<file path="config.mk">
export PLATFORM = sky130hd
export DESIGN_NAME = mcpu_ctrl
export DESIGN_NICKNAME = d
export VERILOG_FILES = /design/src/rtl/mcpu_ctrl_pkg.sv /design/src/rtl/mcpu_alu_dec.sv /design/src/rtl/mcpu_ctrl.sv
export SDC_FILE = /design/constraint.sdc
export NUM_CORES = 1
export LEC_CHECK = 0
export BUFFER_PORTS_ARGS = -buffer_cell sky130_fd_sc_hd__buf_2
export CORE_MARGIN = 1
export CORE_UTILIZATION = 44
export CTS_BUF_LIST = sky130_fd_sc_hd__clkbuf_16
export DETAILED_ROUTE_END_ITERATION = 7
export PLACE_DENSITY = 0.8
export REMOVE_ABC_BUFFERS = 1
export SYNTH_ARGS = -nofsm -noshare
export SYNTH_HDL_FRONTEND = slang
export SYNTH_SLANG_ARGS = --single-unit
</file>
<file path="constraint.sdc">
create_clock -name clk -period 2.11 [get_ports clk]
set_input_delay 0.633 -clock clk [delete_from_list [all_inputs] [get_ports clk]]
set_output_delay 0.633 -clock clk [all_outputs]
set_load 0.01 [all_outputs]
</file>
<file path="src/rtl/mcpu_ctrl_pkg.sv">
// Shared encodings for the multicycle CPU control unit: FSM states, opcode/funct
// values, ALU operation codes and datapath mux select codes.
package mcpu_ctrl_pkg;

  typedef enum logic [3:0] {
    S_IF       = 4'd0,
    S_ID       = 4'd1,
    S_EX_R     = 4'd2,
    S_WB_R     = 4'd3,
    S_EX_I     = 4'd4,
    S_WB_I     = 4'd5,
    S_MEM_ADDR = 4'd6,
    S_MEM_RD   = 4'd7,
    S_MEM_WR   = 4'd8,
    S_WB_LW    = 4'd9,
    S_BR       = 4'd10,
    S_JMP      = 4'd11,
    S_TRAP     = 4'd12
  } state_e;

  // Which rule the ALU decoder applies in the current state.
  typedef enum logic [2:0] {
    CLS_NONE  = 3'd0,
    CLS_ADD   = 3'd1,
    CLS_SUB   = 3'd2,
    CLS_RTYPE = 3'd3,
    CLS_ITYPE = 3'd4
  } alu_cls_e;

  localparam logic [5:0] OP_RTYPE = 6'h00;
  localparam logic [5:0] OP_J     = 6'h02;
  localparam logic [5:0] OP_JAL   = 6'h03;
  localparam logic [5:0] OP_BEQ   = 6'h04;
  localparam logic [5:0] OP_BNE   = 6'h05;
  localparam logic [5:0] OP_ADDI  = 6'h08;
  localparam logic [5:0] OP_SLTI  = 6'h0A;
  localparam logic [5:0] OP_ANDI  = 6'h0C;
  localparam logic [5:0] OP_ORI   = 6'h0D;
  localparam logic [5:0] OP_LW    = 6'h23;
  localparam logic [5:0] OP_SW    = 6'h2B;

  localparam logic [5:0] FN_SRL = 6'h02;
  localparam logic [5:0] FN_ADD = 6'h20;
  localparam logic [5:0] FN_SUB = 6'h22;
  localparam logic [5:0] FN_AND = 6'h24;
  localparam logic [5:0] FN_OR  = 6'h25;
  localparam logic [5:0] FN_XOR = 6'h26;
  localparam logic [5:0] FN_NOR = 6'h27;
  localparam logic [5:0] FN_SLT = 6'h2A;

  localparam logic [2:0] ALU_AND = 3'b000;
  localparam logic [2:0] ALU_OR  = 3'b001;
  localparam logic [2:0] ALU_ADD = 3'b010;
  localparam logic [2:0] ALU_XOR = 3'b011;
  localparam logic [2:0] ALU_NOR = 3'b100;
  localparam logic [2:0] ALU_SRL = 3'b101;
  localparam logic [2:0] ALU_SUB = 3'b110;
  localparam logic [2:0] ALU_SLT = 3'b111;

  localparam logic [1:0] ASB_B       = 2'b00;
  localparam logic [1:0] ASB_FOUR    = 2'b01;
  localparam logic [1:0] ASB_IMM     = 2'b10;
  localparam logic [1:0] ASB_IMM_SH2 = 2'b11;

  localparam logic [1:0] PCS_ALU    = 2'b00;
  localparam logic [1:0] PCS_ALUOUT = 2'b01;
  localparam logic [1:0] PCS_JUMP   = 2'b10;
  localparam logic [1:0] PCS_TRAP   = 2'b11;

  localparam logic [1:0] RDST_RT  = 2'b00;
  localparam logic [1:0] RDST_RD  = 2'b01;
  localparam logic [1:0] RDST_R31 = 2'b10;

  localparam logic [1:0] M2R_ALUOUT = 2'b00;
  localparam logic [1:0] M2R_MDR    = 2'b01;
  localparam logic [1:0] M2R_PC     = 2'b10;

  function automatic logic funct_legal(input logic [5:0] funct);
    logic ok;
    case (funct)
      FN_ADD, FN_SUB, FN_AND, FN_OR, FN_XOR, FN_NOR, FN_SLT, FN_SRL: ok = 1'b1;
      default: ok = 1'b0;
    endcase
    return ok;
  endfunction

  // An R-type word is only legal when its funct is one we can execute.
  function automatic logic insn_legal(input logic [5:0] opcode, input logic [5:0] funct);
    logic ok;
    case (opcode)
      OP_RTYPE: ok = funct_legal(funct);
      OP_LW, OP_SW, OP_BEQ, OP_BNE, OP_ADDI, OP_SLTI, OP_ANDI, OP_ORI,
      OP_J, OP_JAL: ok = 1'b1;
      default: ok = 1'b0;
    endcase
    return ok;
  endfunction

endpackage

</file>
<file path="src/rtl/mcpu_alu_dec.sv">
// ALU operation decoder: maps the state's ALU rule plus opcode/funct to the
// 3-bit ALU control code and the immediate extension mode.
module mcpu_alu_dec
  import mcpu_ctrl_pkg::*;
(
  input  alu_cls_e   cls_i,
  input  logic [5:0] opcode_i,
  input  logic [5:0] funct_i,
  output logic [2:0] alu_ctrl_o,
  output logic       ext_zero_o
);

  always_comb begin
    alu_ctrl_o = ALU_AND;
    ext_zero_o = 1'b0;
    case (cls_i)
      CLS_ADD: alu_ctrl_o = ALU_ADD;
      CLS_SUB: alu_ctrl_o = ALU_SUB;
      CLS_RTYPE: begin
        case (funct_i)
          FN_ADD:  alu_ctrl_o = ALU_ADD;
          FN_SUB:  alu_ctrl_o = ALU_SUB;
          FN_AND:  alu_ctrl_o = ALU_AND;
          FN_OR:   alu_ctrl_o = ALU_OR;
          FN_XOR:  alu_ctrl_o = ALU_XOR;
          FN_NOR:  alu_ctrl_o = ALU_NOR;
          FN_SLT:  alu_ctrl_o = ALU_SLT;
          FN_SRL:  alu_ctrl_o = ALU_SRL;
          default: alu_ctrl_o = ALU_AND;
        endcase
      end
      CLS_ITYPE: begin
        // Logical immediates take a zero-extended operand, arithmetic ones sign-extended.
        case (opcode_i)
          OP_ADDI: alu_ctrl_o = ALU_ADD;
          OP_SLTI: alu_ctrl_o = ALU_SLT;
          OP_ANDI: begin
            alu_ctrl_o = ALU_AND;
            ext_zero_o = 1'b1;
          end
          OP_ORI: begin
            alu_ctrl_o = ALU_OR;
            ext_zero_o = 1'b1;
          end
          default: alu_ctrl_o = ALU_AND;
        endcase
      end
      default: alu_ctrl_o = ALU_AND;
    endcase
  end

endmodule

</file>
<file path="src/rtl/mcpu_ctrl.sv">
// Multicycle CPU control unit: Moore FSM driving datapath enables, selects and
// memory strobes. Define MCPU_ILLEGAL_TRAP_EN to add the TRAP state and `illegal` port.
module mcpu_ctrl
  import mcpu_ctrl_pkg::*;
#(
  parameter int MEM_HANDSHAKE = 1
) (
  input  logic       clk,
  input  logic       rst_n,
  input  logic [5:0] opcode,
  input  logic [5:0] funct,
  input  logic       zero,
  input  logic       mem_ready,
  output logic       pc_ce,
  output logic       ir_ce,
  output logic       mdr_ce,
  output logic       ab_ce,
  output logic       aluout_ce,
  output logic       reg_wr,
  output logic       mem_rd,
  output logic       mem_wr,
  output logic       iord,
  output logic       alu_src_a,
  output logic [1:0] alu_src_b,
  output logic       ext_zero,
  output logic [2:0] alu_ctrl,
  output logic [1:0] pc_src,
  output logic [1:0] reg_dst,
  output logic [1:0] mem_to_reg,
  output logic [3:0] state
`ifdef MCPU_ILLEGAL_TRAP_EN
  ,
  output logic       illegal
`endif
);

  state_e   state_q;
  state_e   state_d;
  alu_cls_e alu_cls;
  logic     mem_ok;
  logic     legal;

  assign mem_ok = (MEM_HANDSHAKE != 0) ? mem_ready : 1'b1;
  assign legal  = insn_legal(opcode, funct);
  assign state  = state_q;

  always_ff @(posedge clk) begin
    if (!rst_n) begin
      state_q <= S_IF;
    end else begin
      state_q <= state_d;
    end
  end

  always_comb begin
    state_d = S_IF;
    case (state_q)
      S_IF: begin
        if (mem_ok) state_d = S_ID;
        else        state_d = S_IF;
      end
      S_ID: begin
        if (!legal) begin
`ifdef MCPU_ILLEGAL_TRAP_EN
          state_d = S_TRAP;
`else
          state_d = S_IF;
`endif
        end else begin
          case (opcode)
            OP_RTYPE:                         state_d = S_EX_R;
            OP_LW, OP_SW:                     state_d = S_MEM_ADDR;
            OP_BEQ, OP_BNE:                   state_d = S_BR;
            OP_ADDI, OP_SLTI, OP_ANDI, OP_ORI: state_d = S_EX_I;
            OP_J, OP_JAL:                     state_d = S_JMP;
            default:                          state_d = S_IF;
          endcase
        end
      end
      S_EX_R: state_d = S_WB_R;
      S_EX_I: state_d = S_WB_I;
      S_MEM_ADDR: begin
        if (opcode == OP_LW) state_d = S_MEM_RD;
        else                 state_d = S_MEM_WR;
      end
      S_MEM_RD: begin
        if (mem_ok) state_d = S_WB_LW;
        else        state_d = S_MEM_RD;
      end
      S_MEM_WR: begin
        if (mem_ok) state_d = S_IF;
        else        state_d = S_MEM_WR;
      end
      default: state_d = S_IF;
    endcase
  end

  // Reset forces every enable, strobe and select low regardless of state_q.
  always_comb begin
    pc_ce      = 1'b0;
    ir_ce      = 1'b0;
    mdr_ce     = 1'b0;
    ab_ce      = 1'b0;
    aluout_ce  = 1'b0;
    reg_wr     = 1'b0;
    mem_rd     = 1'b0;
    mem_wr     = 1'b0;
    iord       = 1'b0;
    alu_src_a  = 1'b0;
    alu_src_b  = ASB_B;
    pc_src     = PCS_ALU;
    reg_dst    = RDST_RT;
    mem_to_reg = M2R_ALUOUT;
    alu_cls    = CLS_NONE;
`ifdef MCPU_ILLEGAL_TRAP_EN
    illegal    = 1'b0;
`endif
    if (rst_n) begin
      case (state_q)
        S_IF: begin
          mem_rd    = 1'b1;
          alu_src_b = ASB_FOUR;
          alu_cls   = CLS_ADD;
          ir_ce     = mem_ok;
          pc_ce     = mem_ok;
        end
        S_ID: begin
          ab_ce     = 1'b1;
          aluout_ce = 1'b1;
          alu_src_b = ASB_IMM_SH2;
          alu_cls   = CLS_ADD;
        end
        S_EX_R: begin
          alu_src_a = 1'b1;
          alu_src_b = ASB_B;
          aluout_ce = 1'b1;
          alu_cls   = CLS_RTYPE;
        end
        S_WB_R: begin
          reg_wr  = 1'b1;
          reg_dst = RDST_RD;
        end
        S_EX_I: begin
          alu_src_a = 1'b1;
          alu_src_b = ASB_IMM;
          aluout_ce = 1'b1;
          alu_cls   = CLS_ITYPE;
        end
        S_WB_I: begin
          reg_wr  = 1'b1;
          reg_dst = RDST_RT;
        end
        S_MEM_ADDR: begin
          alu_src_a = 1'b1;
          alu_src_b = ASB_IMM;
          aluout_ce = 1'b1;
          alu_cls   = CLS_ADD;
        end
        S_MEM_RD: begin
          mem_rd = 1'b1;
          iord   = 1'b1;
          mdr_ce = mem_ok;
        end
        S_MEM_WR: begin
          mem_wr = 1'b1;
          iord   = 1'b1;
        end
        S_WB_LW: begin
          reg_wr     = 1'b1;
          mem_to_reg = M2R_MDR;
        end
        S_BR: begin
          // A - B through the ALU; the branch target was parked in ALUOut during ID.
          alu_src_a = 1'b1;
          alu_cls   = CLS_SUB;
          pc_src    = PCS_ALUOUT;
          if (opcode == OP_BNE) pc_ce = ~zero;
          else                  pc_ce = zero;
        end
        S_JMP: begin
          pc_src = PCS_JUMP;
          pc_ce  = 1'b1;
          if (opcode == OP_JAL) begin
            reg_wr     = 1'b1;
            reg_dst    = RDST_R31;
            mem_to_reg = M2R_PC;
          end else begin
            reg_wr = 1'b0;
          end
        end
`ifdef MCPU_ILLEGAL_TRAP_EN
        S_TRAP: begin
          pc_src  = PCS_TRAP;
          pc_ce   = 1'b1;
          illegal = 1'b1;
        end
`endif
        default: alu_cls = CLS_NONE;
      endcase
    end else begin
      alu_cls = CLS_NONE;
    end
  end

  mcpu_alu_dec u_alu_dec (
    .cls_i      (alu_cls),
    .opcode_i   (opcode),
    .funct_i    (funct),
    .alu_ctrl_o (alu_ctrl),
    .ext_zero_o (ext_zero)
  );

endmodule

</file>
### After elaboration in Yosys (flattened, before gate mapping)

Cells that the tools add are included.
Widths: inputs -> output; s select.

* equal/unequal tests: 33
* mux-type cells: 47
* reduce and logical (&&, ||, !) cells: 16
* bitwise operators: 1

Operators by type and width (count)
* $eq 6x6->1 const B: 9
* $pmux 4 s7: 1
* $eq 6x4->1 const B: 4
* $mux 1: 24
* $pmux 3 s4: 2
* $pmux 3 s7: 1
* $pmux 4 s5: 1
* $eq 6x2->1 const B: 3
* $eq 4x3->1 const B: 4
* $eq 4x4->1 const B: 4
* $mux 4: 4
* $reduce_or 2->1: 7
* $eq 6x3->1 const B: 2
* $pmux 2 s2: 3
* $reduce_or 4->1: 3
* $mux 2: 5
* $reduce_or 10->1: 1
* $pmux 3 s3: 1
* $eq 4x2->1 const B: 2
* $reduce_or 8->1: 1
* $eq 3x2->1 const B: 2
* $logic_not 6->1: 1
* $pmux 2 s3: 1
* $reduce_or 3->1: 2
* other kinds (8): 9

* word-level logic and storage cells: 98
* register bits: 4
* output and inout bits: 26
* input bits: 16

### Depth between registers and ports, before layout

Gate-level depths: netlist (run 1).

* depth in word-level cells: 6
* gate-level depth with buffers: 6
* gate-level depth less buffers: 5

### Cells and area by module

From an unflattened synthesis (run 1), not the netlist that was laid out.

* cell total of the unflattened synthesis: 149
* area, all modules: 927.1 µm²

By module, submodules not included
* mcpu_ctrl: times used 1, seq. area each 80.1 µm², cells an instance 119, area each 742.0 µm²
* mcpu_alu_dec: times used 1, seq. area each 0.0 µm², cells an instance 30, area each 185.2 µm²

### Worst setup path before layout (run 1)

OpenSTA, ideal clock, no wires.

* path type: input -> output
* start: in opcode[5]
* end: out reg_dst[1]
* arrival time: 1.678 ns
* cell stages on the path: 5
* buffers on the path: 2
* setup slack: -0.201 ns
* required time: 1.477 ns
* cells stage by stage: buf_2 > nor3_2 > nand3_1 > nor3_1 > buf_4

* cells in the longest elaborated chain, start to end: 4

RTL lines
* from (decl): RTL line mcpu_ctrl.sv:10 `input logic [5:0] opcode,`
* $eq 6x2->1: RTL line mcpu_ctrl.sv:183 `if (opcode == OP_JAL) begin`
* $mux 2: RTL line mcpu_ctrl.sv:183
* $pmux 2 s2: RTL line mcpu_ctrl.sv:119 `case (state_q)`
* $mux 2: RTL line mcpu_ctrl.sv:118 `if (rst_n) begin`
* to (decl): RTL line mcpu_ctrl.sv:28 `output logic [1:0] reg_dst,`

Every way passes these cells.

### Final worst setup path (run 1)

* start: reg state_q[0] (netlist: state[0])
* end: out alu_ctrl[1]

* cells in the longest elaborated chain, start to end: 6
* elaborated cells between the ends (all ways): 14
* classes of those cells: eq/ne: 9; mux: 3; reduce/logical: 2

RTL lines
* from (decl): RTL line mcpu_ctrl.sv:37 `state_e state_q;`
* from (signal assigned): RTL line mcpu_ctrl.sv:51 `state_q <= state_d;`
* $eq 4x3->1, or another cell as far along: RTL line mcpu_ctrl.sv:119
* $reduce_or 3->1 (no source line)
* $pmux 3 s4 *: RTL line mcpu_ctrl.sv:119
* $mux 3 *: RTL line mcpu_ctrl.sv:118
* $eq 3x3->1, or another cell as far along: RTL line mcpu_alu_dec.sv:16 `case (cls_i)`
* $pmux 3 s4 *: RTL line mcpu_alu_dec.sv:16
* to (decl): RTL line mcpu_ctrl.sv:26 `output logic [2:0] alu_ctrl,`

Mark *: on every way between the ends. The rest lies on a longest branch, timed or not.

==> summary.md, run 1 <==
| Metric | Value |
|---|---|
| CTS tree | built |
| Minimum clock period | 2.27 ns |
| # clock sinks | 4 |
| Ant. Diodes | 0 |
| Fill count | 138 |
| Startpoint types | flop |
| Horiz. Die Dim | between 50 and 60 um |
| Synth warn | 0 |
| Status | finished with violations |
| Ports | between 40 and 50 |
| Drt drc | 0 |
| Clock slew at reported path FFs | around 0.030 ns |
| RSZ-0062 raised after global routing | true |
| Clk buf depth | 2 |
| Max Cap Viol | 0 |
| Hold Crit Class | reg2reg |
| CP max stage cell | or4_4 |
| Max IR drop VDD | around 370 uV |
| TritonRoute pass-1 iters | 4 |
| Core Box Area | approximately 0.0022 mm2 |
| Initial antenna violation count | 0 |
| CP Capture Type | output pin |
| WS Path Type | reg2out |
| Post-route setup slack | -0.157 ns |
| Cell area after synthesis | between 0.001 and 0.0015 mm2 |
| Input/output buffers | between 40 and 50 |
| Fin cells | around 260 |
| Yosys reg bits | 4 |
| Area delta synth->final | 71.8% |
| Slew headroom | 80.5% |
| Vias in the first global route | 1471 |
| Routed WL | a little over 4000 um |
| PwrDens | between 300 and 400 mW/mm2 |
| Post-Syn Instances | 156 |
| Detail Placement HPWL | around 2800 um |
| Largest net degree at the start of global routing | 24 |
| Post-synth EDFFs | 0 |
| DP Cell Count | about 250 |
| Antenna-violating nets left | 0 |
| Via count | about 1.5k |
| Clock skew | 0.00103 ns |
| Clk root buf | clkbuf_16 |
| Overall routing resource usage | about 30% |
| Hold_buf cts | 0 |
| CP peak stage delay | between 0.4 and 0.5 ns |
| Ys async rst share | 0% |
| Required @ worst endpoint | roughly 1.5 ns |
| Worst-Skew Late Latency | around 0.22 ns |
| Max-slew violation count | 0 |
| Final Hold Violating Endpoints | 0 |
| Crit-path max FO | 7 |
| H-tree levels | 1 |
| First-pass GRT wire length | about 6100 um |
| Initial core utilization | roughly 47% |
| CTS buffer count | 3 |
| Die area | 0.00256 mm2 |
| Worst slew pin tran | around 0.29 ns |
| Post-synthesis sequential area ratio | slightly below 8% |
| Fmax | between 400 and 500 MHz |
| Gpl congestion | between 0.8 and 0.9 |
| Distinct cells, synth | 49 |
| DR WL/cell | 15.6 um |
| Nets | about 250 |
| Vias/cell | just under 6 |
| Failing checks | negative setup slack |
| Ys flop type | dfxtp_1 |
| Fin crit share | 107% |
| Share of cells above drive strength 1 | about 53% |
| P_leak | around 0.00084 uW |
| Design Power | ~640 uW |
| Final setup viols | 6 |
| FP Rows | 17 |
| Global route overflow | 0 |
| Max reg flops | 4 |
| Die Y | between 50 and 60 um |
| Drt first-iter violations | between 40 and 50 |
| Syn Area/Cell | 6.67 um2 |
| CP cell instances | nor2_2, nand3_1, or4_4, o21ai_1, buf_2 |
| Worst EP arrival | ~1.6 ns |
-- metrics by stage --
stage	setup TNS [ns]	hold WS [ns]	instance area [um2]	worst slack [ns]	utilization, %
final	-0.607	0.708	1790	-0.157	80.8
after global routing	-0.902	0.736	1790	-0.188	80.8
after CTS	-0.620	0.715	1690	-0.179	76.5
after detailed placement	-1.40	0.711	1500	-0.224	67.9
after global placement	-1.07	0.691	1500	-0.185	67.9
after floorplan	-0.512	0.758	927	-0.202	-
-- per-layer routing --
layer  track usage [%]  vias up  wire [um]
met5                 0        -          0
met3              2.42       12        227
met2              55.1       69       1990
met4              13.0        0         90
li1                  -      726          -
met1              36.0      716       1730
-- layout make-up --
class | instances | area, um2 | area share [%]
well taps | 28 | 35.0 | 1.96
inverters | 6 | 22.5 | 1.26
repair buffers | 88 | 653 | 36.5
clock buffers | 3 | 75.1 | 4.20
flip-flops and latches | 4 | 91.3 | 5.11
multi-input cells | 130 | 911 | 50.9
-- power by group --
part	leakage [uW]	internal, uW	switching [uW]
registers	0.0000347	76.6	7.71
logic	0.000765	132	129
clock network	0.0000370	242	52.4
total	0.000837	451	190
-- final timing paths --
check,cells after the start,to,from,slack [ns]
setup / recovery,5,alu_ctrl[1],state[0],-0.16
hold / removal,2,state[2],state[3],0.71
setup reg to reg,6,state[1],state[2],0.57
hold reg to reg,2,state[2],state[3],0.71
-- cells in the final DEF, fill, tap and decap left out, drive strengths merged, types with 3 or more instances in the layout --
cell | synthesis | final
nor2b | 6 | 6
o22ai | 4 | 4
a31oi | 5 | 5
nand2b | 9 | 9
nor4 | 4 | 4
inv | 6 | 6
buf | 16 | 88
dfxtp | 4 | 4
nor2 | 17 | 17
xnor2 | 3 | 3
nor3 | 8 | 8
nand2 | 11 | 11
a21oi | 13 | 13
nand3 | 9 | 9
nand4 | 5 | 5
clkbuf | 0 | 3
nand3b | 4 | 4
o21ai | 8 | 8
-- worst max-delay path, delay by kind of cell, from the launching register on --
kind	cells	cell delay [ns]
AND/OR/NAND/NOR	3	0.77
flip-flops	1	0.38
buffers and inverters	1	0.14
AO/OA/AOI/OAI	1	0.13
-- cell usage after synthesis (2+ instances only) --
cell type	number	area (um2)
dfxtp_1	4	80.1
buf_4	6	45.0
o32ai_2	2	32.5
nor4_1	4	25.0
o22ai_1	4	25.0
a21oi_1	12	60.1
nand4_1	4	25.0
buf_2	7	35.0
inv_1	5	18.8
nor3_1	5	25.0
a31oi_1	5	31.3
buf_6	3	33.8
xnor2_1	3	26.3
nand3_1	9	45.0
nand2b_4	2	27.5
or3_1	2	12.5
nor3_2	3	30.0
nand2b_1	7	43.8
nand2_1	11	41.3
nand3b_1	4	30.0
o21ai_1	4	20.0
o21ai_0	4	20.0
nor2_1	17	63.8
nor2b_1	4	25.0
-- logic make-up after synthesis --
logic type,share of synthesized area (%)
AO/OA/AOI/OAI,29.9
XOR/XNOR,3.37
adder cells (fa/ha/maj),0.962
buffers and inverters,13.1
flip-flops,7.69
AND/OR/NAND/NOR,45.0
-- what timing repair did --
action,4_1_cts,5_1_grt
endpoints found under the hold margin,0,0
pin swaps,11,8
setup endpoints to repair,18,10
resized for setup,27,21
setup buffers,2,2
(Power assumes the default switching activity.)
==> inputs of run 2 (changes only) <==
SKIP_LAST_GASP = 1   (was default)
==> summary.md, run 2 (synthesis gave the netlist of run 1 again) <==
| Metric | Value |
|---|---|
| Clk root buf | clkbuf_16 |
| Clk buf depth | 2 (unchanged) |
| Max IR drop VDD | 364 uV (-0.88%) |
| Setup crit end | alu_ctrl[0] |
| Worst slew pin tran | 0.327 ns (+0.0368 ns) |
| Reg area | 91.3 um2 (unchanged) |
| RR Startpoint | state[2] |
| First-pass GRT wire length | 6280 um (+2.1%) |
| Slew headroom | 78.0% (-2.5 points) |
| Startpoint types | primary input |
| Fin cells | 258 (-0.39%) |
| R2R Setup Slk | 0.60 ns (+0.03 ns) |
| Die Y | 50.6 um (unchanged) |
| Crit-path max FO | 4 (-3) |
| Sum Neg Setup Slack | -0.809 ns (-0.201 ns) |
| Hold Crit Class | reg2reg |
| CP max stage cell | a22oi_1 |
| Design Power | 638 uW (-0.47%) |
| Met2 GRT Util | 55.8% (+0.67 points) |
| Routed WL | 4090 um (+1.4%) |
| Final setup viols | 6 (unchanged) |
| CP delay by family, top | compound AO/OA/AOI/OAI gates |
| Overall routing resource usage | 31.1% (+0.69 points) |
| H-tree levels | 1 (unchanged) |
| Hold path cells | 2 (unchanged) |
| Clock slew at reported path FFs | 0.03 ns (about the same) |
| DP Cell Count | 252 (unchanged) |
| WS Path Type | in2out |
| PwrDens | 361 mW/mm2 (+0.66%) |
| Final design utilization | 79.9% (-0.91 points) |
| Sw power | 189 uW (-0.24%) |
| TritonRoute pass-1 iters | 4 (unchanged) |
| DR WL/cell | 15.9 um (+1.8%) |
| Int Pwr | 449 uW (-0.57%) |
| Reg-to-Reg End | state[1] |
| Combinational cell fraction of total power | 40.7% (-0.2 points) |
| Area delta synth->final | 69.8% |
| Multi-input logic area | 911 um2 (unchanged) |
| Vias/cell | 5.99 (+1.9%) |
| Failing checks | negative setup slack |
| Minimum clock period | 2.40 ns (+0.133 ns) |
| Clk pwr share | 46.1% (about the same) |
| Nets | 248 (-0.40%) |
| Hold_buf cts | 0 (unchanged) |
| Seq pwr share | 13.1% (about the same) |
| Switching Fraction | 29.7% (+0.069 points) |
| Largest net degree at the start of global routing | 24 (unchanged) |
| GR Layer Usage met1 | 38.0% (+2.0 points) |
| Fill count | 146 (+5.8%) |
| # clock sinks | 4 (unchanged) |
| Vias in the first global route | 1472 (+0.068%) |
| Pre-CTS setup slack | -0.224 ns (unchanged) |
| Worst EP arrival | 1.77 ns (+0.14 ns) |
| Ports | 42 (unchanged) |
| Critical path depth | 7 (+2) |
| Share of cells above drive strength 1 | 52.2% (-0.64 points) |
| Post-route setup slack | -0.290 ns (-0.133 ns) |
| RSZ-0062 raised after global routing | true |
| Final Hold Violating Endpoints | 0 (unchanged) |
| Horiz. Die Dim | 50.6 um (unchanged) |
| P_leak | 0.000830 uW (-0.84%) |
| Via count | 1546 (+1.5%) |
| CP Capture Type | output pin |
| Fin crit share | 114% (+6.3 points) |
| Max reg flops | 4 (unchanged) |
| Worst Reg2Reg Path Length in Cells | 6 (unchanged) |
| FP Rows | 17 (unchanged) |
| Status | finished with violations |
| Max-slew violation count | 0 (unchanged) |
| Worst-Skew Late Latency | 0.22 ns (about the same) |
| Drt drc | 0 (unchanged) |
| Core Box Area | 0.00221 mm2 (unchanged) |
| Gpl congestion | 0.847 (unchanged) |
| Required @ worst endpoint | 1.48 ns (about the same) |
| Fmax | 417 MHz (-5.5%) |
| Antenna-violating nets left | 0 (unchanged) |
| Max Cap Viol | 0 (unchanged) |
| Most common cell after layout, fill and taps aside | buf_4 |
| Global route overflow | 0 (unchanged) |
| Ant. Diodes | 0 (unchanged) |
| Drt first-iter violations | 72 (+53%) |
| CP peak stage delay | 0.28 ns (-0.17 ns) |
| Initial core utilization | 47.1% (unchanged) |
| Met3 Usage GRT | 2.12% (-0.30 points) |
| CTS tree | built |
| Buf/Inv on CP | 2 (+1) |
| Clock skew | 0.00173 ns (+0.000701 ns) |
| Die area | 0.00256 mm2 (unchanged) |
| Critical path origin | funct[2] |
| Detail Placement HPWL | 2830 um (unchanged) |
| Input/output buffers | 41 (unchanged) |
| CTS buffer count | 3 (unchanged) |
| Commonest cells after routing, fill and taps aside | buf_4 (42), buf_2 (34), nor2_1 (17) |
| Initial antenna violation count | 0 (unchanged) |
| CP cell instances | buf_8, and4b_1, a31oi_1, o22ai_1, a22oi_1, nor2_1, buf_2 |
| Most Crowded Layer GR | met2 |
## run 2: changes by cell type in the layout (fill, tap and decap cells not counted), sizes merged
| cell | previous run | this run |
|---|---|---|
| buf | 88 | 87 |
## run 2: layer usage
metal	part of all wire, %	up-vias
met4	2.5	0
met1	42	712
li1	-	727
met2	48	91
met3	7.3	16
met5	0	-
## run 2: final cells by class
type | instances | share of cell area, %
Tap cell | 28 | 1.98
Inverter | 6 | 1.27
Multi-Input combinational cell | 130 | 51.5
Sequential cell | 4 | 5.17
Clock buffer | 3 | 4.25
Timing Repair Buffer | 87 | 35.8
## run 2: power groups by stage
stage                     clock (uW)  sequential, uW  combinational (uW)
final                            294            83.7                 260
after global routing             298            84.4                 278
after CTS                        295            82.4                 236
after detailed placement           0            84.7                 220
after global placement             0            84.1                 211
after floorplan                    0            92.5                86.1
## run 2: metrics by stage
step | area, um2 | hold WS (ns)
4_1_cts | 1680 | 0.715
3_5_place_dp | 1500 | 0.711
6_report | 1770 | 0.722
2_1_floorplan | 927 | 0.758
3_3_place_gp | 1500 | 0.691
5_1_grt | 1770 | 0.750
## run 2: worst min path at each step
| stage | start | endpoint |
|---|---|---|
| 6_report | state[3] | state[2] |
| 5_1_grt | state[2] | state[2] |
| 4_1_cts | state[3] | state[0] |
| 3_5_place_dp | state[2] | state[2] |
| 3_3_place_gp | state[2] | state[2] |
| 2_1_floorplan | rst_n | state[3] |
## run 2: worst register-to-register path, cell delays in order (launching register included)
cell and delay, ns:
dfxtp_1 0.33, buf_12 0.16, nand2b_1 0.20, nor3_2 0.17, buf_4 0.14, nand3b_1 0.12, o32ai_2 0.28
## run 2: what timing repair did
| action | CTS | global route |
|---|---|---|
| pin swaps | 10 | 6 |
| setup endpoints to repair | 18 | 12 |
| hold endpoints to repair | 0 | 0 |
| buffers inserted | 2 | 1 |
| resized for setup | 24 | 19 |
| cloned | 0 | 0 |
